===== config.mk =====
export PLATFORM = sky130hd
export DESIGN_NAME = pc_fetch_ctrl
export DESIGN_NICKNAME = d
export VERILOG_FILES = /design/src/rtl/pc_pkg.sv /design/src/rtl/fetch_timer.sv /design/src/rtl/pc_fetch_ctrl.sv
export SDC_FILE = /design/constraint.sdc
export NUM_CORES = 1
export LEC_CHECK = 0
export CAP_MARGIN = 20
export CORE_UTILIZATION = 40
export DETAILED_ROUTE_END_ITERATION = 10
export PLACE_DENSITY = 0.68
export SLEW_MARGIN = 20
export SYNTH_ARGS = -nofsm -noshare
export SYNTH_HDL_FRONTEND = slang
export SYNTH_SLANG_ARGS = --single-unit

===== constraint.sdc =====
create_clock -name clk -period 4.4 [get_ports clk]
set_input_delay 0.88 -clock clk [delete_from_list [all_inputs] [get_ports clk]]
set_output_delay 0.88 -clock clk [all_outputs]
set_load 0.005 [all_outputs]

===== src/rtl/pc_pkg.sv =====
// Shared types and constants for the program-counter fetch sequencer.
package pc_pkg;

    localparam int                  PC_WIDTH      = 6;
    localparam logic [PC_WIDTH-1:0] RESET_PC      = '0;
    localparam int                  FETCH_TIMEOUT = 16;
    localparam int                  FETCH_CNT_W   = 8;
    localparam int                  TIMER_W       = 8;

    typedef enum logic [2:0] {
        ST_IDLE   = 3'd0,
        ST_REQ    = 3'd1,
        ST_UPDATE = 3'd2,
        ST_HALT   = 3'd3,
        ST_ERR    = 3'd4
    } fetch_state_e;

    function automatic logic [FETCH_CNT_W-1:0] sat_inc(input logic [FETCH_CNT_W-1:0] v);
        return (&v) ? v : v + FETCH_CNT_W'(1);
    endfunction

endpackage


===== src/rtl/fetch_timer.sv =====
// Clear/enable up-counter with a terminal-count flag against a loadable compare value.
module fetch_timer #(
    parameter int W = 8
) (
    input  logic         clk,
    input  logic         rst_n,
    input  logic         clr_i,
    input  logic         en_i,
    input  logic [W-1:0] tc_val_i,
    output logic [W-1:0] count_o,
    output logic         tc_o
);

    logic [W-1:0] count_q;
    logic [W-1:0] count_d;

    // Clear has priority so a restart in the same cycle never counts.
    always_comb begin
        count_d = count_q;
        if (clr_i) begin
            count_d = '0;
        end else if (en_i) begin
            count_d = count_q + W'(1);
        end
    end

    always_ff @(posedge clk or negedge rst_n) begin
        if (!rst_n) begin
            count_q <= '0;
        end else begin
            count_q <= count_d;
        end
    end

    assign count_o = count_q;
    assign tc_o    = (count_q == tc_val_i);

endmodule


===== src/rtl/pc_fetch_ctrl.sv =====
// PC register and instruction-fetch handshake sequencer with halt, stall and timeout handling.
module pc_fetch_ctrl #(
    parameter int               WIDTH    = pc_pkg::PC_WIDTH,
    parameter logic [WIDTH-1:0] RESET_PC = WIDTH'(pc_pkg::RESET_PC),
    parameter int               TIMEOUT  = pc_pkg::FETCH_TIMEOUT
) (
    input  logic             clk,
    input  logic             rst_n,
    input  logic             run,
    input  logic             halt_req,
    input  logic             err_clr,
    input  logic             stall,
    input  logic [WIDTH-1:0] next_pc,
    input  logic             imem_ack,
    output logic [WIDTH-1:0] pc,
    output logic [WIDTH-1:0] pc_inc,
    output logic             imem_req,
    output logic             instr_valid,
    output logic             halted,
    output logic             err,
    output logic [7:0]       fetch_count
);

    import pc_pkg::*;

    fetch_state_e           state_q, state_d;
    logic [WIDTH-1:0]       pc_q, pc_d;
    logic [FETCH_CNT_W-1:0] cnt_q, cnt_d;
    logic                   halt_q, halt_d;
    logic                   iv_q, iv_d;

    logic                   tmr_clr;
    logic                   tmr_en;
    logic                   tmr_tc;
    logic [TIMER_W-1:0]     tmr_count;

    fetch_timer #(
        .W (TIMER_W)
    ) u_req_timer (
        .clk      (clk),
        .rst_n    (rst_n),
        .clr_i    (tmr_clr),
        .en_i     (tmr_en),
        .tc_val_i (TIMER_W'(TIMEOUT - 1)),
        .count_o  (tmr_count),
        .tc_o     (tmr_tc)
    );

    always_comb begin
        state_d = state_q;
        pc_d    = pc_q;
        cnt_d   = cnt_q;
        tmr_clr = 1'b0;
        tmr_en  = 1'b0;
        halt_d  = halt_q | halt_req;
        iv_d    = (state_q == ST_REQ) && imem_ack;

        case (state_q)
            ST_IDLE: begin
                if (halt_q) begin
                    state_d = ST_HALT;
                end else if (run) begin
                    state_d = ST_REQ;
                    tmr_clr = 1'b1;
                end
            end
            ST_REQ: begin
                tmr_en = 1'b1;
                // An ack in the terminal cycle still completes the fetch.
                if (imem_ack) begin
                    state_d = ST_UPDATE;
                end else if (tmr_tc) begin
                    state_d = ST_ERR;
                end
            end
            ST_UPDATE: begin
                if (!stall) begin
                    pc_d  = next_pc;
                    cnt_d = sat_inc(cnt_q);
                    if (halt_q) begin
                        state_d = ST_HALT;
                    end else if (run) begin
                        state_d = ST_REQ;
                        tmr_clr = 1'b1;
                    end else begin
                        state_d = ST_IDLE;
                    end
                end
            end
            ST_HALT: begin
                state_d = ST_HALT;
            end
            ST_ERR: begin
                if (err_clr) begin
                    state_d = ST_IDLE;
                    tmr_clr = 1'b1;
                end
            end
            default: begin
                state_d = ST_IDLE;
            end
        endcase
    end

    always_ff @(posedge clk or negedge rst_n) begin
        if (!rst_n) begin
            state_q <= ST_IDLE;
            pc_q    <= RESET_PC;
            cnt_q   <= '0;
            halt_q  <= 1'b0;
            iv_q    <= 1'b0;
        end else begin
            state_q <= state_d;
            pc_q    <= pc_d;
            cnt_q   <= cnt_d;
            halt_q  <= halt_d;
            iv_q    <= iv_d;
        end
    end

    assign pc          = pc_q;
    assign pc_inc      = pc_q + WIDTH'(1);
    assign imem_req    = (state_q == ST_REQ);
    assign instr_valid = iv_q;
    assign halted      = (state_q == ST_HALT);
    assign err         = (state_q == ST_ERR);
    assign fetch_count = cnt_q;

endmodule


**Word level (Yosys, flattened, before mapping)**

Cells that the tools add are included.

- Register bits after elaboration: 27
- Bits in latches: 0
- Bits in writable memories: 0
- Bits in read-only memories: 0
- Logic and storage cells: 45
- Memories kept: 0

- Add/subtract/negate cells: 3
- Multiply operators: 0
- Div/mod/pow operators: 0
- $lt $le $gt $ge: 0
- Equality and inequality tests: 9
- Shifts and indexed selects: 0
- Muxes and demuxes: 17
- Bitwise gates (word level): 3
- Reductions and logical operators: 7

Operators with widths:

| kind | count |
|---|---|
| 3-bit two-way mux | 6 |
| 8-bit by 1-bit adder with 8-bit output, second input constant | 2 |
| 8-bit two-way mux | 2 |
| 3-bit one-hot mux with 5 select lines | 1 |
| 8-bit by 4-bit == test with 1-bit output, second input constant | 1 |
| 8-bit AND reduction | 1 |
| 6-bit by 1-bit adder with 6-bit output, second input constant | 1 |
| 3-bit by 2-bit == test with 1-bit output, second input constant | 2 |
| 1-bit two-way mux | 6 |
| 2-bit != test, second input constant | 2 |
| 4-bit AND reduction | 1 |
| 3-bit by 1-bit == test with 1-bit output, second input constant | 1 |
| 3-bit == test, second input constant | 1 |
| 3-bit logical NOT | 1 |
| 3-bit by 2-bit != test with 1-bit output, second input constant | 1 |
| 3-bit != test, second input constant | 1 |
| 1-bit one-hot mux with 3 select lines | 1 |
| 3-bit AND reduction | 1 |
| 2-bit two-way mux | 1 |
| 1-bit inverter | 2 |
| 2-bit AND reduction | 1 |
| 2-bit nonzero test | 1 |
| 1-bit logical AND | 1 |
| 1-bit OR | 1 |

**Depth between registers and ports, before layout**

Gate-level depths: netlist (run 1).

- Depth after elaboration: 5
- Gate-level depth with buffers: 7
- Depth with buffers taken out: 5

**Modules after synthesis**

A second synthesis (run 1) with hierarchy kept.

- Cells, all modules: 141
- Area, all modules: 1480.2 µm²

By module, submodules not included:

| module | instances | cells an instance | area each (µm²) | sequential area each (µm²) |
|---|---|---|---|---|
| pc_fetch_ctrl | 1 | 92 | 1003.5 | 475.5 |
| fetch_timer | 1 | 49 | 476.7 | 200.2 |

**Least setup slack after synthesis (run 1)**

Ideal clock, no wire load.

- Path kind: input-to-reg
- Start point: in stall
- End point: reg cnt_q[5] (netlist: fetch_count[5])
- Library setup time: 0.124 ns
- Data arrival time: 1.928 ns
- Required time: 4.276 ns
- Slack: 2.348 ns
- Stages: 5
- Buffers on the path: 1
- Cell sequence: or4b_1 buf_2 a211oi_4 nand4_1 xnor2_1

- Word-level cells in the longest chain between the ends: 2

Ends and longest elaborated chain:

| element | RTL line | text |
|---|---|---|
| from (decl) | pc_fetch_ctrl.sv:12 | `input logic stall,` |
| 1-bit inverter (no source line) | -- |  |
| 3-bit AND reduction (no source line) | -- |  |
| to (signal assigned) | pc_fetch_ctrl.sv:115 | `cnt_q <= cnt_d;` |
| to (decl) | pc_fetch_ctrl.sv:28 | `logic [FETCH_CNT_W-1:0] cnt_q, cnt_d;` |

Every way passes these cells.
A chain may end at the register's enable or synchronous reset.

**Worst setup path in the final report (run 1)**

- Start point: reg state_q[2]
- End point: out imem_req

- Word-level cells in the longest chain between the ends: 1

Ends and longest elaborated chain:

| element | RTL line | text |
|---|---|---|
| from (decl) | pc_fetch_ctrl.sv:26 | `fetch_state_e state_q, state_d;` |
| from (signal assigned) | pc_fetch_ctrl.sv:113 | `state_q <= state_d;` |
| 3-bit by 1-bit == test with 1-bit output | pc_fetch_ctrl.sv:123 | `assign imem_req = (state_q == ST_REQ);` |
| to (decl) | pc_fetch_ctrl.sv:17 | `output logic imem_req,` |

Every way passes these cells.

==> impl_metrics.prom, run 1 <==
# TYPE chip_impl_metric gauge
chip_impl_metric{name="drc_errors",unit=""} 0
chip_impl_metric{name="grt_pass1_vias",unit=""} 1019
chip_impl_metric{name="cts_sinks",unit=""} 27
chip_impl_metric{name="maxSlewHeadroom",unit=""} 0.6198
chip_impl_metric{name="power.clock.fraction",unit=""} 0.109
chip_impl_metric{name="layout_worst_path_cycle_share",unit=""} 0.6741
chip_impl_info{name="path_class",value="register to output port"} 1
chip_impl_metric{name="synth-warning-count",unit=""} 0
chip_impl_metric{name="via_per_inst",unit=""} 5.036
chip_impl_metric{name="average_wire_per_cell_in_the_routed_design",unit="um"} 12.28
chip_impl_metric{name="sw_frac_of_total",unit=""} 0.3417
chip_impl_info{name="unrepaired_setup_endpoints_after_global_routing",value="false"} 1
chip_impl_metric{name="share_seq_of_total_power",unit=""} 0.468
chip_impl_metric{name="antenna-diode-count",unit=""} 0
chip_impl_info{name="hold_path_class",value="input port to asynchronous set/reset pin"} 1
chip_impl_metric{name="all_layer_gr_usage",unit=""} 0.1599
chip_impl_metric{name="drt_wl_total",unit="mm"} 2.714
chip_impl_metric{name="mappedNetlistNets",unit=""} 155
chip_impl_metric{name="global_route_total_overflow",unit=""} 0
chip_impl_metric{name="die_height",unit="um"} 60.98
chip_impl_metric{name="worst_ep_arrival_time",unit="ps"} 2090
chip_impl_metric{name="dp_slack",unit="ps"} 1697
chip_impl_metric{name="fin_ws",unit="ps"} 1434
chip_impl_info{name="reg2reg_from",value="state_q[2]"} 1
chip_impl_metric{name="antenna_found_initial",unit=""} 0
chip_impl_info{name="cp-startpoint",value="state_q[2]"} 1
chip_impl_metric{name="cellInternalPower",unit="mW"} 0.6185
chip_impl_metric{name="leak_pwr",unit="nW"} 0.7655
chip_impl_info{name="status",value="completed"} 1
chip_impl_metric{name="max_clock_freq",unit="MHz"} 337.2
chip_impl_metric{name="worst_skew_pair.late_latency",unit="ps"} 310
chip_impl_metric{name="setup_total_negative_slack",unit="ps"} 0
chip_impl_metric{name="post-route-util",unit=""} 0.5411
chip_impl_metric{name="vias",unit=""} 1113
chip_impl_metric{name="cap_violations",unit=""} 0
chip_impl_metric{name="netlist_instances",unit=""} 139
chip_impl_metric{name="report.final.slew_viol_count",unit=""} 0
chip_impl_metric{name="synthesis.area_per_instance",unit="sq um"} 10.01
chip_impl_metric{name="max_root_sink_buffers",unit=""} 2
chip_impl_metric{name="synthToLayoutAreaGrowth",unit="%"} 29.77
chip_impl_metric{name="tritoncts.num_buffers",unit=""} 3
chip_impl_metric{name="syn_area",unit="sq um"} 1391
chip_impl_metric{name="start_util",unit=""} 0.4169
chip_impl_metric{name="power.switching",unit="mW"} 0.3210
chip_impl_metric{name="worst_hold_slack",unit="ps"} 540.8
chip_impl_metric{name="io_pins",unit=""} 37
chip_impl_metric{name="cp.required",unit="ps"} 3520
chip_impl_metric{name="place_congestion",unit=""} 0.8666
chip_impl_metric{name="buffer_ports.inserted",unit=""} 36
chip_impl_metric{name="numPlacedInstances",unit=""} 217
chip_impl_metric{name="timing.reg2reg.worst_path_depth",unit=""} 4
chip_impl_metric{name="drt-initial-drc-count",unit=""} 67
chip_impl_metric{name="pin_count_of_the_biggest_net_entering_global_routing",unit=""} 27
chip_impl_info{name="tritoncts",value="yes"} 1
chip_impl_metric{name="ir_worst_vdd",unit="V"} 0.0001711
chip_impl_info{name="most_numerous_cell_types_in_the_synthesized_netlist",value="nand2_1 (29), dfrtp_1 (27), nor2_1 (13), xnor2_1 (11), xor2_1 (7)"} 1
chip_impl_metric{name="core_region_area",unit="sq um"} 3337
chip_impl_metric{name="ys_async_rst_share",unit=""} 1.000
chip_impl_info{name="synthMostInstantiatedCell",value="nand2_1"} 1
chip_impl_metric{name="worst_slew_pin_slew",unit="ps"} 570.2
chip_impl_metric{name="grt_pass1_wl",unit="mm"} 4.443
chip_impl_info{name="startpoint_type",value="register"} 1
chip_impl_metric{name="finalSetupViolations",unit=""} 0
chip_impl_info{name="yosys_most_used_dff",value="dfrtp_1"} 1
chip_impl_info{name="rr_endpoint",value="fetch_count[5]"} 1
chip_impl_metric{name="finalHoldViolCount",unit=""} 0
chip_impl_metric{name="drt_pass1_iterations",unit=""} 4
chip_impl_metric{name="post_cts_buffers",unit=""} 0
chip_impl_info{name="area_contributors_post_synth",value="dfrtp_1 (49%), nand2_1 (7.8%), xnor2_1 (6.9%)"} 1
chip_impl_metric{name="ys_types",unit=""} 40
chip_impl_metric{name="fillers",unit=""} 309
chip_impl_metric{name="dieArea",unit="sq um"} 3718
chip_impl_metric{name="path_clk_slew",unit="ps"} 140
chip_impl_metric{name="power_density",unit="nW/um^2"} 520.4
chip_impl_metric{name="post-synth-top-area-fraction",unit=""} 0.4856
chip_impl_metric{name="number_of_enable_flip_flop_cells_after_synthesis",unit=""} 0
chip_impl_metric{name="drive_above_1_share",unit=""} 0.06286
chip_impl_metric{name="finalNonFillerCells",unit=""} 221
chip_impl_metric{name="cts_htree_levels",unit=""} 1
chip_impl_metric{name="final_net_count",unit=""} 192
chip_impl_metric{name="detailed_place_hpwl",unit="mm"} 2.027
chip_impl_metric{name="critical_path_peak_fanout",unit=""} 11
chip_impl_metric{name="post-route-min-period",unit="ps"} 2966
chip_impl_info{name="clock-root-buffer",value="clkbuf_4"} 1
chip_impl_metric{name="die_w",unit="um"} 60.98
chip_impl_metric{name="hold_buffers",unit=""} 0
chip_impl_metric{name="finalClockSkew",unit="ps"} 1.121
chip_impl_metric{name="rows",unit=""} 21
chip_impl_metric{name="cts-resized-gates",unit=""} 0
chip_impl_metric{name="synth-seq-area-share",unit=""} 0.4856
chip_impl_metric{name="synthesis_stage_register_bit_count",unit=""} 27
chip_impl_info{name="critical_path.endpoint_type",value="output port"} 1
chip_impl_metric{name="power_frac_comb",unit=""} 0.424
chip_impl_info{name="synthDominantAreaCellType",value="dfrtp_1"} 1
chip_impl_metric{name="r2r_setup_slack",unit="ps"} 2520
chip_impl_metric{name="antenna_violating_nets_post_route",unit=""} 0
==> critical path, stage by stage, from the launching register on <==
cell and delay [ps]:
dfrtp_1 540, or3b_1 540, clkinv_1 180, clkdlybuf4s50_1 520
==> flip-flops by register name (all words and copies together), names as in the netlist <==
name                 cells
pc                       6
instr_valid              1
state_q                  3
fetch_count              8
u_req_timer.count_o      8
halt_q                   1
==> cells by family (layout without fill, tap and decap cells) <==
family,after synthesis,count (layout),share of synthesized area
DFF,27,27,0.4856
muxes,1,1,0.008093
buffers and inverters,9,45,0.03507
and+or+nand+nor,69,69,0.2563
AOI/OAI and AO/OA,12,12,0.07465
xor gates and xnor gates,18,18,0.1133
adders and majority gates,3,3,0.02698
==> routing by layer <==
metal,track usage,part of all wire
met5,0,0
met3,0.02772,0.031
met4,0.04545,0.013
met2,0.2653,0.48
met1,0.2156,0.47
==> worst max-delay path by stage <==
stage	endpoint	cells past startpoint
final	imem_req	3
after global routing	imem_req	3
after CTS	imem_req	3
after detailed placement	fetch_count[5]	5
after global placement	fetch_count[5]	5
after floorplan	fetch_count[5]	5
==> placed cells by master, fill, tap and decap left out, types with 3 or more instances in the layout <==
master	netlist	final
nor2_1	13	13
nand4_1	3	3
clkdlybuf4s50_1	0	35
nand3_1	5	5
inv_1	3	3
dfrtp_1	27	27
xnor2_1	11	11
nand2_1	29	29
and3_1	3	3
ha_1	3	3
clkbuf_4	0	3
xor2_1	7	7
==> cell type report <==
cell class,count,area (sq um),share of cell area
Timing Repair Buffer,37,362.8,0.2010
Clock inverter,1,5.005,0.002772
Inverter,4,15.01,0.008316
Tap cell,46,57.56,0.03188
Multi-Input combinational cell,103,666.9,0.3694
Clock buffer,3,22.52,0.01247
Sequential cell,27,675.6,0.3742
==> power by group through the flow <==
stage | Combinational (mW) | Clock [mW] | Sequential, mW
finish | 0.398 | 0.102 | 0.439
global placement | 0.395 | 0 | 0.435
global route | 0.451 | 0.117 | 0.456
detailed placement | 0.401 | 0 | 0.442
floorplan | 0.212 | 0 | 0.413
CTS | 0.403 | 0.107 | 0.438
==> through the flow <==
stage	power, mW	instance area, sq um
3_3_place_gp	0.8304	1783
6_report	0.9396	1805
4_1_cts	0.9482	1805
5_1_grt	1.024	1805
3_5_place_dp	0.8430	1778
2_1_floorplan	0.6258	1391
Note: power is estimated with default switching activity, not from simulation.
==> run 2, diff against run 1 <==
--- a/config.mk
+++ b/config.mk
@@ -8,7 +8,7 @@
 export CAP_MARGIN = 20
 export CORE_UTILIZATION = 40
 export DETAILED_ROUTE_END_ITERATION = 10
-export PLACE_DENSITY = 0.68
+export PLACE_DENSITY = 0.71
 export SLEW_MARGIN = 20
 export SYNTH_ARGS = -nofsm -noshare
 export SYNTH_HDL_FRONTEND = slang
==> constraint.sdc (replaced) <==
create_clock -name clk -period 2.7 [get_ports clk]
set_input_delay 0.54 -clock clk [delete_from_list [all_inputs] [get_ports clk]]
set_output_delay 0.54 -clock clk [all_outputs]
set_load 0.005 [all_outputs]
==> impl_metrics.prom, run 2 (synthesis results as in run 1) <==
# TYPE chip_impl_metric gauge
chip_impl_info{name="status",value="completed"} 1
chip_impl_info{name="cp_slowest_cell",value="or3b_1"} 1
chip_impl_metric{name="antenna-diode-count",unit=""} 0
chip_impl_metric{name="post_cts_buffers",unit=""} 0
chip_impl_info{name="mostFrequentLayoutCells",value="clkdlybuf4s50_1 (36), nand2_1 (29), dfrtp_1 (25), nor2_1 (13), xnor2_1 (11)"} 1
chip_impl_metric{name="io_pins",unit=""} 37
chip_impl_metric{name="max_root_sink_buffers",unit=""} 2
chip_impl_metric{name="maxSlewHeadroom",unit=""} 0.7714
chip_impl_metric{name="rows",unit=""} 21
chip_impl_metric{name="grt_pass1_vias",unit=""} 1015
chip_impl_metric{name="antenna_violating_nets_post_route",unit=""} 0
chip_impl_metric{name="cts_htree_levels",unit=""} 1
chip_impl_metric{name="finalSetupViolations",unit=""} 0
chip_impl_metric{name="average_wire_per_cell_in_the_routed_design",unit="um"} 12.39
chip_impl_metric{name="drc_errors",unit=""} 0
chip_impl_metric{name="dieArea",unit="sq um"} 3718
chip_impl_metric{name="leak_pwr",unit="nW"} 0.7662
chip_impl_metric{name="crit_buf_inv",unit=""} 2
chip_impl_metric{name="die_height",unit="um"} 60.98
chip_impl_metric{name="core_region_area",unit="sq um"} 3337
chip_impl_metric{name="final_net_count",unit=""} 193
chip_impl_metric{name="drive_above_1_share",unit=""} 0.06818
chip_impl_metric{name="power_density",unit="nW/um^2"} 849.0
chip_impl_metric{name="path_clk_slew",unit="ps"} 150
chip_impl_metric{name="antenna_found_initial",unit=""} 0
chip_impl_metric{name="worst_slew_pin_slew",unit="ps"} 342.8
chip_impl_metric{name="start_util",unit=""} 0.4169
chip_impl_info{name="cell_family_with_most_cp_delay",value="buffers and inverters"} 1
chip_impl_info{name="clock-root-buffer",value="clkbuf_4"} 1
chip_impl_metric{name="drt-initial-drc-count",unit=""} 29
chip_impl_metric{name="max_clock_freq",unit="MHz"} 387.5
chip_impl_metric{name="drt_pass1_iterations",unit=""} 6
chip_impl_info{name="unrepaired_setup_endpoints_after_global_routing",value="false"} 1
chip_impl_info{name="hold_path_class",value="register to register"} 1
chip_impl_metric{name="worst_ep_arrival_time",unit="ps"} 2040
chip_impl_metric{name="via_per_inst",unit=""} 4.941
chip_impl_metric{name="synthToLayoutAreaGrowth",unit="%"} 30.76
chip_impl_info{name="startpoint_type",value="register"} 1
chip_impl_metric{name="cap_violations",unit=""} 0
chip_impl_info{name="worstPathCellList",value="or3b_1 -> clkinv_1 -> clkdlybuf4s50_1"} 1
chip_impl_metric{name="timing.critical_path.slowest_cell_delay",unit="ps"} 520
chip_impl_metric{name="detailed_place_hpwl",unit="mm"} 2.058
chip_impl_metric{name="ir_worst_vdd",unit="V"} 0.0003153
chip_impl_metric{name="fillers",unit=""} 312
chip_impl_metric{name="setup_total_negative_slack",unit="ps"} 0
chip_impl_metric{name="drt_wl_total",unit="mm"} 2.750
chip_impl_metric{name="finalClockSkew",unit="ps"} 12.68
chip_impl_metric{name="die_w",unit="um"} 60.98
chip_impl_metric{name="global_route_total_overflow",unit=""} 0
chip_impl_metric{name="finalHoldViolCount",unit=""} 0
chip_impl_metric{name="grt_pass1_wl",unit="mm"} 4.257
chip_impl_metric{name="buffer_ports.inserted",unit=""} 36
chip_impl_metric{name="post-route-util",unit=""} 0.5452
chip_impl_metric{name="all_layer_gr_usage",unit=""} 0.1559
chip_impl_info{name="path_class",value="register to output port"} 1
chip_impl_info{name="critical_path.endpoint_type",value="output port"} 1
chip_impl_metric{name="pin_count_of_the_biggest_net_entering_global_routing",unit=""} 28
chip_impl_metric{name="place_congestion",unit=""} 0.7832
chip_impl_metric{name="vias",unit=""} 1097
chip_impl_metric{name="cp.required",unit="ps"} 2160
chip_impl_info{name="tritoncts",value="yes"} 1
chip_impl_metric{name="report.final.slew_viol_count",unit=""} 0
chip_impl_metric{name="tritoncts.num_buffers",unit=""} 3
chip_impl_metric{name="worst_skew_pair.late_latency",unit="ps"} 330
chip_impl_info{name="layout.cells.most_common",value="clkdlybuf4s50_1"} 1
chip_impl_metric{name="cts_sinks",unit=""} 27
chip_impl_metric{name="layout_worst_path_cycle_share",unit=""} 0.9558
chip_impl_metric{name="post-route-min-period",unit="ps"} 2581
chip_impl_metric{name="critical_path_peak_fanout",unit=""} 11
==> run 2: through the flow <==
| stage | setup slack [ps] | area [sq um] | hold slack (ps) | cells | power, mW |
|---|---|---|---|---|---|
| 6_report | 119.4 | 1819 | 548.6 | 222 | 1.545 |
| 5_1_grt | 40.03 | 1819 | 574.7 | 222 | 1.680 |
| 4_1_cts | 74.27 | 1817 | 551.0 | 222 | 1.561 |
| 3_5_place_dp | 356.6 | 1790 | 521.2 | 218 | 1.380 |
| 3_3_place_gp | 409.9 | 1790 | 511.8 | 218 | 1.358 |
| 2_1_floorplan | 986.8 | 1391 | 244.4 | 139 | 1.020 |
==> run 2: power breakdown <==
| part | total, mW | switching, mW | internal, mW |
|---|---|---|---|
| combinational | 0.658 | 0.241 | 0.417 |
| sequential | 0.710 | 0.167 | 0.543 |
| clock | 0.176 | 0.118 | 0.0580 |
==> run 2: final cells by class <==
cell class	instances	area (sq um)	share of cell area
well taps	46	57.56	0.03164
inverters	4	15.01	0.008253
repair buffers	38	375.4	0.2063
multi-input cells	103	666.9	0.3666
flip-flops and latches	27	678.2	0.3728
clock buffers	4	26.28	0.01444
==> run 2: routing by layer <==
| metal | wire, um | vias up | track usage | share of wire |
|---|---|---|---|---|
| li1 | - | 543 | - | - |
| met1 | 1215 | 526 | 0.1939 | 0.44 |
| met2 | 1409 | 24 | 0.2716 | 0.51 |
| met3 | 80 | 4 | 0.01919 | 0.029 |
| met4 | 44 | 0 | 0.06818 | 0.016 |
| met5 | 0 | - | 0 | 0 |
==> run 2: path summary, 6_finish.rpt <==
check / startpoint / end / slack, ps / cells after the start
max: state_q[2] / imem_req / 120 / 3
min: fetch_count[7] / fetch_count[7] / 550 / 1
max reg2reg: state_q[2] / fetch_count[5] / 870 / 4
min reg2reg: fetch_count[7] / fetch_count[7] / 550 / 1
max in group asynchronous: rst_n / state_q[0] / 1860 / 2
min in group asynchronous: rst_n / fetch_count[4] / 560 / 2
==> run 2: repair_timing <==
item                       in CTS  in global routing
hold buffers                    0                  0
setup endpoints to repair       0                  1
gates resized for setup         0                  2
==> run 3, diff against run 2 <==
--- a/config.mk
+++ b/config.mk
@@ -7,6 +7,7 @@
 export LEC_CHECK = 0
 export CAP_MARGIN = 20
 export CORE_UTILIZATION = 40
+export CTS_CLUSTER_SIZE = 14
 export DETAILED_ROUTE_END_ITERATION = 10
 export PLACE_DENSITY = 0.71
 export SLEW_MARGIN = 20
==> results of run 3 <==
The final DEF is identical to that of run 2; final timing and power are the same.
